$ cat src/rtl/q_reg_bank.sv
// q_reg_bank: bank of DEPTH registers, each WIDTH bits, with one modify port,
// two combinational read ports and registered carry/zero flags.
//
// Ports:
//   clk, rst       rising-edge clock, async active-high reset
//   q_en           operation enable (0 = every register holds)
//   mode           op select: HOLD LOAD SHL SHR INC DEC CLR ROL
//   wr_addr        register targeted by the operation
//   s, ser_in      load data, serial bit for SHL/SHR
//   rd_addr_a/b    read addresses (>= DEPTH reads as zero)
//   q_a, q_b       read data (pre-edge register contents)
//   carry, zero    registered flags from the last executed operation
module q_reg_bank #(
  parameter int WIDTH  = 4,
  parameter int DEPTH  = 4,
  parameter int ADDR_W = 2
) (
  input  logic              clk,
  input  logic              rst,
  input  logic              q_en,
  input  logic [2:0]        mode,
  input  logic [ADDR_W-1:0] wr_addr,
  input  logic [WIDTH-1:0]  s,
  input  logic              ser_in,
  input  logic [ADDR_W-1:0] rd_addr_a,
  input  logic [ADDR_W-1:0] rd_addr_b,
  output logic [WIDTH-1:0]  q_a,
  output logic [WIDTH-1:0]  q_b,
  output logic              carry,
  output logic              zero
);

  localparam logic [2:0] M_HOLD = 3'b000;
  localparam logic [2:0] M_LOAD = 3'b001;
  localparam logic [2:0] M_SHL  = 3'b010;
  localparam logic [2:0] M_SHR  = 3'b011;
  localparam logic [2:0] M_INC  = 3'b100;
  localparam logic [2:0] M_DEC  = 3'b101;
  localparam logic [2:0] M_CLR  = 3'b110;
  localparam logic [2:0] M_ROL  = 3'b111;

  logic [WIDTH-1:0] regs_q [DEPTH];
  logic [WIDTH-1:0] regs_d [DEPTH];
  logic             carry_q;
  logic             carry_d;
  logic             zero_q;
  logic             zero_d;

  logic [WIDTH-1:0] cur;
  logic [WIDTH-1:0] res;
  logic             res_c;
  logic             wr_hit;

  // Select the addressed register. wr_hit only rises when the address
  // matches a real register, so out-of-range writes become no-ops.
  always_comb begin
    cur    = '0;
    wr_hit = 1'b0;
    for (int i = 0; i < DEPTH; i++) begin
      if (wr_addr == ADDR_W'(i)) begin
        cur    = regs_q[i];
        wr_hit = q_en;
      end
    end
  end

  // Operation result. HOLD and LOAD pass the old carry through.
  always_comb begin
    res   = cur;
    res_c = carry_q;
    unique case (mode)
      M_HOLD: res = cur;
      M_LOAD: res = s;
      M_SHL: begin
        res   = {cur[WIDTH-2:0], ser_in};
        res_c = cur[WIDTH-1];
      end
      M_SHR: begin
        res   = {ser_in, cur[WIDTH-1:1]};
        res_c = cur[0];
      end
      // Extra top bit carries out of all-ones.
      M_INC: {res_c, res} = {1'b0, cur} + (WIDTH+1)'(1);
      // Top bit becomes 1 only when cur was zero (borrow).
      M_DEC: {res_c, res} = {1'b0, cur} - (WIDTH+1)'(1);
      M_CLR: begin
        res   = '0;
        res_c = 1'b0;
      end
      M_ROL: begin
        res   = {cur[WIDTH-2:0], cur[WIDTH-1]};
        res_c = cur[WIDTH-1];
      end
      default: res = cur;
    endcase
  end

  always_comb begin
    for (int i = 0; i < DEPTH; i++) begin
      regs_d[i] = regs_q[i];
      if (wr_hit && wr_addr == ADDR_W'(i)) begin
        regs_d[i] = res;
      end
    end
    carry_d = wr_hit ? res_c : carry_q;
    zero_d  = zero_q;
    if (wr_hit && mode != M_HOLD) begin
      zero_d = (res == '0);
    end
  end

  always_ff @(posedge clk or posedge rst) begin
    if (rst) begin
      for (int i = 0; i < DEPTH; i++) begin
        regs_q[i] <= '0;
      end
      carry_q <= 1'b0;
      zero_q  <= 1'b0;
    end else begin
      for (int i = 0; i < DEPTH; i++) begin
        regs_q[i] <= regs_d[i];
      end
      carry_q <= carry_d;
      zero_q  <= zero_d;
    end
  end

  // Combinational reads; unmatched addresses return zero.
  always_comb begin
    q_a = '0;
    q_b = '0;
    for (int i = 0; i < DEPTH; i++) begin
      if (rd_addr_a == ADDR_W'(i)) q_a = regs_q[i];
      if (rd_addr_b == ADDR_W'(i)) q_b = regs_q[i];
    end
  end

  assign carry = carry_q;
  assign zero  = zero_q;

endmodule

$ cat config.mk
export PLATFORM = sky130hd
export DESIGN_NAME = q_reg_bank
export DESIGN_NICKNAME = d
export VERILOG_FILES = /design/src/rtl/q_reg_bank.sv
export SDC_FILE = /design/constraint.sdc
export NUM_CORES = 1
export LEC_CHECK = 0
export ABC_AREA = 1
export CORE_MARGIN = 4
export CORE_UTILIZATION = 52
export DETAILED_ROUTE_END_ITERATION = 16
export HOLD_SLACK_MARGIN = 0.1
export PLACE_DENSITY = 0.85
export RECOVER_POWER = 25
export SLEW_MARGIN = 40
export SYNTH_ARGS = -nofsm -noshare
export SYNTH_HDL_FRONTEND = slang
export SYNTH_SLANG_ARGS = --single-unit
$ cat constraint.sdc
create_clock -name clk -period 1.8 [get_ports clk]
set_input_delay 0.27 -clock clk [delete_from_list [all_inputs] [get_ports clk]]
set_output_delay 0.27 -clock clk [all_outputs]
set_load 0.01 [all_outputs]
==> flow_metrics.py <==
metrics = {
    "routing": {
        "first_pass_iters": 8,
        "route.antenna.remaining_nets": 0,
        "postRouteWirelength_mm": 4.82,
        "vias_per_cell": 5.69,
        "wire_per_inst_um": 14.0,
        "drc_violations_left": 0,
        "detailroute.via_count": 1959,
        "detailedRoute.firstIterationViolations": 223,
    },
    "final_layout": {
        "syn_to_final_growth_pct": 45.2,
        "layout.nets": 333,
        "final.fill_count": 220,
        "ratio_of_cells_with_drive_above_1_in_the_final_layout": 0.249,
        "insertedDiodeCount": 0,
        "count_of_non_filler_cells_in_the_finished_layout": 344,
    },
    "timing": {
        "layout_worst_path_cycle_share": 0.982,
        "timing.setup.tns_ns": 0,
        "worst_clock_skew_ns": 0.00229,
        "worst_pin_slew_ns": 0.937,
        "setup_slack_ns": 0.0330,
        "grt_setup_unrepaired": "true",
        "report.final.setup_viol": 0,
        "timing.max_slew.rel_slack": 0.376,
        "hold_violation_count_in_the_final_report": 0,
        "fin_worst_hold_slack_ns": 0.575,
        "finalWorstPathRequiredPeriod_ns": 1.77,
        "max_freq_mhz": 566,
        "maxSlewViolCount": 0,
    },
    "placement": {
        "placement.setup.worst_slack_ns": -0.416,
        "port_buffers": 26,
        "gp_routability_congestion": 0.956,
        "numPlacedInstances": 339,
        "detailed_placement_wirelength_estimate_mm": 3.83,
    },
    "grt": {
        "grt_pass1_wl_mm": 7.38,
        "grt_antenna_before_repair": 0,
        "maximum_number_of_pins_on_one_net_before_global_route_repair": 19,
        "grtUsageTotal": 0.264,
        "grt_pass1_vias": 1690,
        "overflow": 0,
    },
    "clocking": {
        "tritoncts_num_sinks": 18,
        "hold_buffers": 0,
        "cts.path.max_buffers": 2,
        "tritoncts.num_buffers": 3,
        "worstSkewPairLatency_ns": 0.29,
        "cts_max_level": 1,
        "clock_tree.root_cell": "clkbuf_4",
        "cts.reportedPaths.clkPinSlew_ns": 0.10,
        "tritoncts": "built",
    },
    "die": {
        "core_area_um2": 2760,
        "floorplan.die_area_um2": 3810,
        "effective_utilization_at_floorplan": 0.544,
        "placementRows": 19,
        "fp.dieW_um": 61.7,
        "die_h_um": 61.7,
        "io_pins": 27,
    },
    "synth": {
        "synthesis.area_um2": 1500,
        "synth_area_leaders": "dfrtp_1 (30%), nand2_1 (19%), nand3_1 (14%)",
        "synth.ff_latch_count": 18,
        "yosysTopAreaCellShare": 0.300,
        "yosysUniqueCellTypes": 23,
        "synth-seq-area-share": 0.300,
        "syn_inst": 238,
        "yosys.area.top_type": "dfrtp_1",
        "yosysWarnings": 0,
        "mappedNetlistNets": 257,
        "syn_area_per_cell_um2": 6.30,
    },
    "min_path": {
        "hold_class": "flip-flop to flip-flop",
    },
    "worst_setup_path": {
        "critical_path.startpoint_type": "primary input",
        "cp.buffers_inverters": 4,
        "data_arrival_time_of_the_worst_path_ns": 1.50,
        "reg2reg_slack_ns": 0.11,
        "critPathCaptureType": "output pin",
        "worst-path-max-fanout": 4,
        "cp_top_family": "buffers and inverters",
        "crit_path_cell_trace": "clkdlybuf4s50_1, inv_2, buf_4, nand3_1, o2111ai_1, dlygate4sd2_1",
        "critPathMaxStageDelay_ns": 0.53,
        "crit_path_top_delay_cell": "clkdlybuf4s50_1",
        "path_class": "primary input to output pin",
        "required_ns": 1.53,
    },
    "pwr": {
        "power.static_leakage_uw": 0.00116,
        "ir_worst_vdd_mv": 0.846,
        "design_power_total_uw": 1640,
        "p_per_area_nw_per_um2": 753,
    },
    "outcome": {
        "run_status": "finished clean",
    },
    "job": {
        "cap_viol_max_count": 0,
    },
}
-- path summary, 6_finish.rpt --
kind / to / cells after the start / from
max in group asynchronous: regs_q[8] / 3 / rst
max: q_b[0] / 6 / rd_addr_b[0]
min reg2reg: regs_q[14] / 2 / regs_q[14]
min in group asynchronous: regs_q[0] / 3 / rst
max reg2reg: zero / 13 / regs_q[8]
min: regs_q[14] / 2 / regs_q[14]
-- metal layers --
metal	global-route usage	vias up	share of wire
met3	0.0517	16	0.10
met2	0.439	108	0.46
met1	0.337	885	0.41
met4	0.109	0	0.030
met5	0	-	0
li1	-	950	-
-- flip-flops by register name, summed over array words and instances (netlist names) --
name	count
carry	1
zero	1
regs_q	16
-- cell usage in the layout (no fill, tap or decap), types with 8 or more instances in the layout --
master / count
nand4_1: 8
nand3_1: 40
dfrtp_1: 18
clkdlybuf4s50_1: 14
o21ai_0: 16
nand2_1: 75
nor2_1: 14
inv_1: 26
buf_4: 45
-- cells in the mapped netlist, drive strengths merged --
master	number
ha	2
o211ai	1
nand3	46
clkinv	1
buf	2
clkbuf	1
a31oi	2
inv	29
nor3	2
nand2	78
a21oi	1
a32oi	1
o2111ai	4
o21ai	17
nor2	22
nand4	11
dfrtp	18
-- worst reg2reg max path: cells and delay by family, from the launching register on --
| family | cells | cell delay [ns] |
|---|---|---|
| adders and majority gates | 1 | 0.25 |
| buffers and inverters | 1 | 0.05 |
| DFF | 1 | 0.42 |
| and+or+nand+nor | 11 | 0.93 |
-- kinds of logic after synthesis --
family                   count (synthesis)  synth area share
AND/OR/NAND/NOR                        159             0.490
adder cells (fa/ha/maj)                  2            0.0167
AO/OA/AOI/OAI                           26             0.103
buffers and inverters                   33            0.0901
flip-flops                              18             0.300
-- metrics by stage --
stage / cell area, um2 / util
global route: 2180 / 0.790
floorplan: 1500 / -
global placement: 2130 / 0.772
detailed placement: 2130 / 0.772
finish: 2180 / 0.790
CTS: 2170 / 0.788
-- power by group --
group / internal (uW) / switching, uW
Combinational: 370 / 424
Sequential: 493 / 105
Clock: 123 / 125
-- repair_timing --
| action | in CTS | in global routing |
|---|---|---|
| pin swaps | 1 | 9 |
| endpoints found under the setup margin | 13 | 8 |
| buffers inserted | 0 | 1 |
| gates resized for setup | 18 | 15 |
-- layout make-up --
type                    count  area, um2  area share
multi-input cells         187        945       0.434
repair buffers             74        596       0.273
clock buffers               4       36.3      0.0167
flip-flops and latches     18        450       0.207
inverters                  30        113      0.0517
well taps                  31       38.8      0.0178
(Power assumes the default switching activity.)
